===== src/rtl/serial_sub.sv =====
// Bit-serial subtractor: DIFF = A - B - BIN, one bit per clock, LSB first.
// A single full-subtractor cell with a registered borrow, sequenced by an IDLE/SHIFT/DONE FSM.
module serial_sub #(
  parameter int WIDTH = 8
) (
  input  logic             clk,
  input  logic             rst_n,
  input  logic             start,
  input  logic [WIDTH-1:0] a,
  input  logic [WIDTH-1:0] b,
  input  logic             bin,
  output logic             busy,
  output logic             done,
  output logic [WIDTH-1:0] diff,
  output logic             bout,
  output logic             ovf
);

  localparam int CW = (WIDTH > 1) ? $clog2(WIDTH) : 1;

  typedef enum logic [1:0] {
    IDLE  = 2'd0,
    SHIFT = 2'd1,
    DONE  = 2'd2
  } state_t;

  state_t           state, state_nx;
  logic             load;
  logic             shift_en;
  logic [WIDTH-1:0] a_sh;
  logic [WIDTH-1:0] b_sh;
  logic             borrow;
  logic [CW-1:0]    cnt;
  logic             a_msb;
  logic             b_msb;
  logic             last;
  logic             x, y, d, bn;

  assign last = (cnt == CW'(WIDTH - 1));

  // Full-subtractor cell on the current LSBs and the running borrow.
  assign x  = a_sh[0];
  assign y  = b_sh[0];
  assign d  = x ^ y ^ borrow;
  assign bn = (~x & y) | (~x & borrow) | (y & borrow);

  always_ff @(posedge clk) begin
    if (!rst_n) state <= IDLE;
    else        state <= state_nx;
  end

  // NOTE: every output of this block gets a default first, so no path leaves one unassigned and no latch is inferred.
  always_comb begin
    state_nx = state;
    load     = 1'b0;
    shift_en = 1'b0;
    busy     = 1'b0;
    done     = 1'b0;
    case (state)
      IDLE: begin
        if (start) begin
          load     = 1'b1;
          state_nx = SHIFT;
        end
      end
      SHIFT: begin
        busy     = 1'b1;
        shift_en = 1'b1;
        if (last) state_nx = DONE;
      end
      DONE: begin
        busy     = 1'b1;
        done     = 1'b1;
        state_nx = IDLE;
      end
      default: state_nx = IDLE;
    endcase
  end

  // NOTE: registers use non-blocking assignment so every flop samples pre-edge values, like real hardware.
  always_ff @(posedge clk) begin
    if (!rst_n) begin
      a_sh   <= '0;
      b_sh   <= '0;
      borrow <= 1'b0;
      cnt    <= '0;
      a_msb  <= 1'b0;
      b_msb  <= 1'b0;
      diff   <= '0;
      bout   <= 1'b0;
      ovf    <= 1'b0;
    end else if (load) begin
      a_sh   <= a;
      b_sh   <= b;
      borrow <= bin;
      cnt    <= '0;
      a_msb  <= a[WIDTH-1];
      b_msb  <= b[WIDTH-1];
    end else if (shift_en) begin
      diff   <= {d, diff[WIDTH-1:1]};
      a_sh   <= a_sh >> 1;
      b_sh   <= b_sh >> 1;
      borrow <= bn;
      cnt    <= cnt + CW'(1);
      // On the last bit, d is the result sign, which decides signed overflow.
      if (last) begin
        bout <= bn;
        ovf  <= (a_msb ^ b_msb) & (d ^ a_msb);
      end
    end
  end

endmodule

===== config.mk =====
export PLATFORM = sky130hd
export DESIGN_NAME = serial_sub
export DESIGN_NICKNAME = d
export VERILOG_FILES = /design/src/rtl/serial_sub.sv
export SDC_FILE = /design/constraint.sdc
export NUM_CORES = 1
export LEC_CHECK = 0
export CORE_MARGIN = 1.5
export CORE_UTILIZATION = 40
export CTS_BUF_LIST = sky130_fd_sc_hd__clkbuf_16
export DETAILED_ROUTE_END_ITERATION = 10
export GPL_ROUTABILITY_DRIVEN = 0
export PLACE_DENSITY = 0.74
export SLEW_MARGIN = 30
export SYNTH_ARGS = -nofsm -noshare
export SYNTH_HDL_FRONTEND = slang
export SYNTH_SLANG_ARGS = --single-unit

===== constraint.sdc =====
create_clock -name clk -period 3.8 [get_ports clk]
set_input_delay 0.38 -clock clk [delete_from_list [all_inputs] [get_ports clk]]
set_output_delay 0.38 -clock clk [all_outputs]
set_load 0.01 [all_outputs]

==> results.tsv, run 1 <==
stage	metric	value	unit
run_status	outcome	complete, no violations	
global_route	vias in the first global route	1150	
cts	Skew-Pair Late Insertion Delay	0.28	ns
sta	endpoints failing setup	0	
synthesis	commonest cells in the netlist	34 x dfxtp_1, 26 x nor2_1, 23 x mux2i_1	
synthesis	Yosys reg bits	34	
cts	Reg clk slew, reported paths	0.05	ns
sta	Final Max Tran Viols	0	
floorplan	Core Region	3440	um^2
global_route	grt ovf	0	
cts	TritonCTS Buffers	5	
worst_setup_path	CP Capture Type	primary output	
drt	vias	1152	
drt	drt first pass iters	4	
power	combinational power share	32.3	%
cts	CTS Sinks	34	
final_layout	# fillers	302	
synthesis	Yosys cell types	21	
final_layout	share of cells above drive strength 1	5.49	%
synthesis	Most used DFF post-synth	dfxtp_1	
final_layout	Post-Layout Cell Count	228	
power	Power Density	757	nW/um^2
sta	Fin. Hold Viols	0	
cts	H-tree Lvls	2	
sta	Tmin final	1.94	ns
job	maxcap violations	0	
drt	Wirelength per Cell	13.8	um
final_layout	final design utilization	57.8	%
synthesis	Post-Syn Nets	180	
worst_setup_path	critical path type	reg -> out	
sta	crit share post-route	51.1	%
drt	Vias/cell	5.05	
cts	CTS root buf	clkbuf_16	
cts	CTS Hold Buffers Added	0	
global_route	All-Layer GR Usage	16.6	%
final_layout	fin nets	209	
placement	IO Port Bufs	31	
power	Pleak	0.754	nW
synthesis	register area share after synthesis	46.1	%
synthesis	Synth top area share	46.1	%
worst_setup_path	CP Data Required Time	3.42	ns
placement	Placed Instances	220	
sta	Hold WS	0.459	ns
power	Flop pwr share	32.4	%
drt	remaining antenna violation count after routing	0	
hold_path	hold path depth	2	
sta	Fmax achieved	515	MHz
cts	Clock Path Buffers	2	
cts	Post-CTS Setup Bufs	0	
floorplan	DIE HEIGHT	63.7	um
global_route	pin count of the biggest net entering global routing	34	
synthesis	asr flop ratio synth	0	%
power	sw frac	30.7	%
synthesis	Yosys warnings	0	
synthesis	synth top area cells	dfxtp_1 46%, mux2i_1 16%, a211oi_1 7.6%, nor2_1 6.6%, ha_1 5.9%	
global_route	initial antenna violation count	0	
hold_path	Worst Hold Class	reg -> reg	
synthesis	area leader, netlist	dfxtp_1	
cts	Post-CTS Resized	0	
synthesis	number of synthesized flops with an enable pin	0	
placement	Placement Cell Area	1790	um^2
worst_setup_path	ordered cell list for the critical path	inv_1, ha_1, clkdlybuf4s50_1	
sta	setup tns final	0	ns
sta	RSZ-0062 raised after global routing	false	
sta	Clock Skew	0.00569	ns
floorplan	Ports	32	
sta	final worst setup slack	1.86	ns
floorplan	Die X	63.7	um
worst_setup_path	Crit path largest cell delay	0.54	ns
sta	max_slew headroom	37.9	%
power	Power, Total	1.51	mW
worst_setup_path	Startpoint Class	flop	
global_route	first-pass GRT wire length	4970	um
drt	DR iter-0 viols	44	
final_layout	post-route cell area	1990	um^2
synthesis	Post-Syn Instances	152	
worst_setup_path	CP arrival	1.56	ns
drt	Routed Wire Length	3150	um
placement	pre-CTS setup slack	1.70	ns
floorplan	row cnt	21	
floorplan	Initial Util	42.9	%
final_layout	ANT cells	0	
synthesis	most common cell in the netlist	dfxtp_1	
drt	Residual DRC	0	
worst_setup_path	cell family with most CP delay	buffers and inverters	
worst_setup_path	worst-path fanout max	4	
sta	Slew @ Worst Pin	0.930	ns
power	VDD IR-drop max	0.358	mV
worst_setup_path	number of buffers and inverters on the critical path	2	
cts	CTS tree	done	
floorplan	die footprint	4060	um^2
synthesis	Synth Area per Inst	9.71	um^2
placement	Post-DP HPWL	2090	um
power	Psw	0.462	mW
power	clock share of power	35.3	%
worst_setup_path	Stages on worst setup path	3	
power	internal cell power	1.05	mW
worst_setup_path	Reg2Reg Depth	5	
synthesis	mapped cell area	1480	um^2
final_layout	Layout Area Growth over Synthesis	34.9	%
worst_setup_path	CP max-delay cell	clkdlybuf4s50_1	
[per-layer routing]
metal / wire length (um) / GRT usage [%] / up-vias
met1: 1320 / 17.1 / 525
met5: 0 / 0 / -
met4: 94 / 12.0 / 0
met2: 1510 / 26.4 / 36
li1: - / - / 584
met3: 232 / 7.57 / 7
[path summary, 6_finish.rpt]
check	startpoint	endpoint	slack (ns)
max	state[0]	busy	1.86
max reg2reg	state[1]	state[0]	2.10
min	b_sh[7]	b_sh[7]	0.46
min reg2reg	b_sh[7]	b_sh[7]	0.46
[tightest hold or removal path, stage by stage, from the launching register on]
cell,delay [ns]
dfxtp_1,0.31
nand2_1,0.05
a21oi_1,0.05
[final cells by class]
| type | count | area [um^2] | share of cell area, % |
|---|---|---|---|
| flip-flops and latches | 34 | 681 | 34.2 |
| repair buffers | 31 | 310 | 15.6 |
| well taps | 46 | 57.6 | 2.89 |
| clock buffers | 5 | 125 | 6.29 |
| multi-input cells | 105 | 733 | 36.8 |
| clock inverters | 3 | 68.8 | 3.46 |
| inverters | 4 | 15.0 | 0.754 |
[cells in the final DEF, fill, tap and decap left out]
cell type	count
nor3_1	1
a221oi_1	1
a21oi_1	9
ha_2	1
inv_1	4
o211ai_1	1
ha_1	6
clkdlybuf4s50_1	31
bufinv_16	2
mux2i_1	23
dfxtp_1	34
xnor2_1	1
nand2_2	1
o21ai_0	2
a211oi_1	15
o211a_1	1
nand3_1	3
clkinv_4	1
fa_1	1
clkbuf_16	5
or3b_1	2
nor2b_1	3
nand2_1	8
nor2_1	26
[cells by family after synthesis]
| group | share of synthesized area (%) |
|---|---|
| AND/OR/NAND/NOR | 12.7 |
| flip-flops | 46.1 |
| AO/OA/AOI/OAI | 13.1 |
| multiplexers | 15.6 |
| buffers and inverters | 4.50 |
| adder cells (fa/ha/maj) | 7.29 |
| XOR/XNOR | 0.594 |
[flip-flops by register name, indices dropped and copies added (netlist names)]
signal,flops
borrow,1
a_msb,1
bout,1
ovf,1
diff,8
state,2
a_sh,8
b_sh,8
b_msb,1
cnt,3
[power by group through the flow]
stage,registers [mW],logic (mW),clock network [mW]
after floorplan,0.484,0.385,0
after global placement,0.490,0.469,0
after detailed placement,0.496,0.485,0
after CTS,0.489,0.491,0.541
after global routing,0.498,0.540,0.556
final,0.489,0.487,0.532
Note: power is estimated with default switching activity, not from simulation.
==> run 2, diff against run 1 <==
Settings changed: PLACE_DENSITY 0.74 to 0.77.
Clock period 3.8 ns to 1.6 ns, I/O delays scaled along.
==> results.tsv, run 2 (same netlist as run 1, synthesis figures left out) <==
stage	metric	value	unit	change
floorplan	row cnt	21		unchanged
sta	max_slew headroom	81.9	%	+44 points
floorplan	DIE HEIGHT	63.7	um	unchanged
sta	crit share post-route	97.5	%	
drt	DR iter-0 viols	73		+66%
worst_setup_path	Stages on worst setup path	3		unchanged
sta	Fin. Hold Viols	0		unchanged
cts	TritonCTS Buffers	5		unchanged
drt	vias	1162		+0.87%
final_layout	# fillers	326		+7.9%
sta	setup tns final	0	ns	unchanged
worst_setup_path	flop2flop setup slack	0.10	ns	-2.00 ns
hold_path	hold path depth	2		unchanged
cts	Clock Path Buffers	2		unchanged
drt	Residual DRC	0		unchanged
worst_setup_path	Reg2Reg Depth	5		unchanged
final_layout	most frequent cells in the layout	33 x dfxtp_1, 30 x clkdlybuf4s50_1, 26 x nor2_1		
placement	Post-DP HPWL	2160	um	+3.6%
global_route	first-pass GRT wire length	5310	um	+6.8%
worst_setup_path	CP arrival	1.40	ns	-0.16 ns
worst_setup_path	worst-path fanout max	4		unchanged
floorplan	die footprint	4060	um^2	unchanged
drt	Vias/cell	5.03		-0.44%
worst_setup_path	ordered cell list for the critical path	inv_1, ha_1, clkdlybuf4s50_1		
worst_setup_path	CP Capture Type	primary output		
floorplan	Initial Util	42.9	%	unchanged
drt	Met2 Wirelength	1360	um	-9.7%
floorplan	Die X	63.7	um	unchanged
run_status	outcome	complete, no violations		
cts	CTS root buf	clkbuf_16		
cts	Skew-Pair Late Insertion Delay	0.27	ns	about the same
drt	drt first pass iters	4		unchanged
sta	Fmax achieved	641	MHz	
floorplan	Ports	32		unchanged
cts	CTS Hold Buffers Added	0		unchanged
power	Power Density	1650	nW/um^2	+120%
cts	Post-CTS Setup Bufs	0		unchanged
global_route	All-Layer GR Usage	16.7	%	+0.16 points
sta	Clock Skew	0.00492	ns	-0.000767 ns
final_layout	fin nets	213		+1.9%
final_layout	Post-Layout Cell Count	231		+1.3%
drt	WL met1	1460	um	+11%
worst_setup_path	number of buffers and inverters on the critical path	2		unchanged
worst_setup_path	Startpoint Class	flop		
power	VDD IR-drop max	0.925	mV	+160%
final_layout	Top Registers	a_sh x8, b_sh x8, diff x8		
drt	routed length on met3	209	um	-9.9%
power	Pleak	0.769	nW	+2.1%
final_layout	commonest non-fill, non-tap cell in the layout	dfxtp_1		
sta	endpoints failing setup	0		unchanged
hold_path	Worst Hold Class	reg -> reg		
global_route	initial antenna violation count	0		unchanged
sta	Slew @ Worst Pin	0.272	ns	-0.659 ns
final_layout	ANT cells	0		unchanged
global_route	vias in the first global route	1222		+6.3%
power	Power, Total	3.28	mW	+120%
cts	H-tree Lvls	2		unchanged
drt	top routing layer in use	met4		
cts	Reg clk slew, reported paths	0.05	ns	about the same
worst_setup_path	cell family with most CP delay	buffers and inverters		
global_route	pin count of the biggest net entering global routing	34		unchanged
worst_setup_path	critical path type	reg -> out		
cts	CTS tree	done		
worst_setup_path	CP Data Required Time	1.44	ns	-1.98 ns
final_layout	Layout Area Growth over Synthesis	35.0	%	about the same
final_layout	share of cells above drive strength 1	5.41	%	-0.089 points
cts	CTS Sinks	34		unchanged
sta	Final Max Tran Viols	0		unchanged
drt	Routed Wire Length	3070	um	-2.5%
sta	Tmin final	1.56	ns	
drt	Wirelength per Cell	13.3	um	-3.8%
drt	remaining antenna violation count after routing	0		unchanged
job	maxcap violations	0		unchanged
worst_setup_path	CP max-delay cell	clkdlybuf4s50_1		
floorplan	Core Region	3440	um^2	unchanged
sta	RSZ-0062 raised after global routing	false		
global_route	grt ovf	0		unchanged
cts	Post-CTS Resized	2		+2
placement	IO Port Bufs	31		unchanged
placement	Placed Instances	224		+1.8%
worst_setup_path	Crit path largest cell delay	0.53	ns	about the same
==> run 2: cell count changes in the layout (fill, tap and decap cells not counted), sizes merged <==
cell           change
dlygate4sd2        +1
bufinv             -2
clkdlybuf4s50      -1
buf                +4
inv                +2
clkinv             -1
==> run 2: path summary, 6_finish.rpt <==
check,from,end
worst max-delay path,state[0],done
worst min-delay path,b_sh[7],b_sh[7]
worst max register to register,a_sh[0],ovf
worst min register to register,b_sh[7],b_sh[7]
==> run 2: cell type report <==
type / instances / area, um^2 / share of cell area [%]
multi-input cells: 105 / 728 / 36.6
repair buffers: 35 / 377 / 18.9
clock buffers: 5 / 125 / 6.28
flip-flops and latches: 34 / 682 / 34.2
inverters: 4 / 15.0 / 0.754
well taps: 46 / 57.6 / 2.89
clock inverters: 2 / 7.51 / 0.377
==> run 2: layer usage <==
metal  global-route usage, %  vias to the layer above
met2                    26.8                       31
met5                       0                        -
li1                        -                      595
met3                    6.51                        3
met4                    6.52                        0
met1                    20.2                      533
==> run 2: tightest hold or removal path, stage by stage, from the launching register on <==
cell     delay (ns)
dfxtp_1        0.31
nand2_1        0.05
a21oi_1        0.05
==> run 2: where the power goes <==
group,internal [mW],leakage [nW],switching [mW]
clock,0.554,0.0723,0.311
sequential,1.05,0.279,0.127
combinational,0.614,0.418,0.626
==> run 2: stage by stage <==
step | setup WS (ns) | hold WS (ns) | area [um^2] | utilization [%]
finish | 0.0401 | 0.456 | 1990 | 57.9
global route | 0.0000844 | 0.488 | 1990 | 57.9
CTS | 0.0378 | 0.459 | 1990 | 57.9
detailed placement | 0.141 | 0.454 | 1860 | 54.0
global placement | 0.171 | 0.455 | 1860 | 54.0
floorplan | 0.190 | 0.293 | 1480 | -
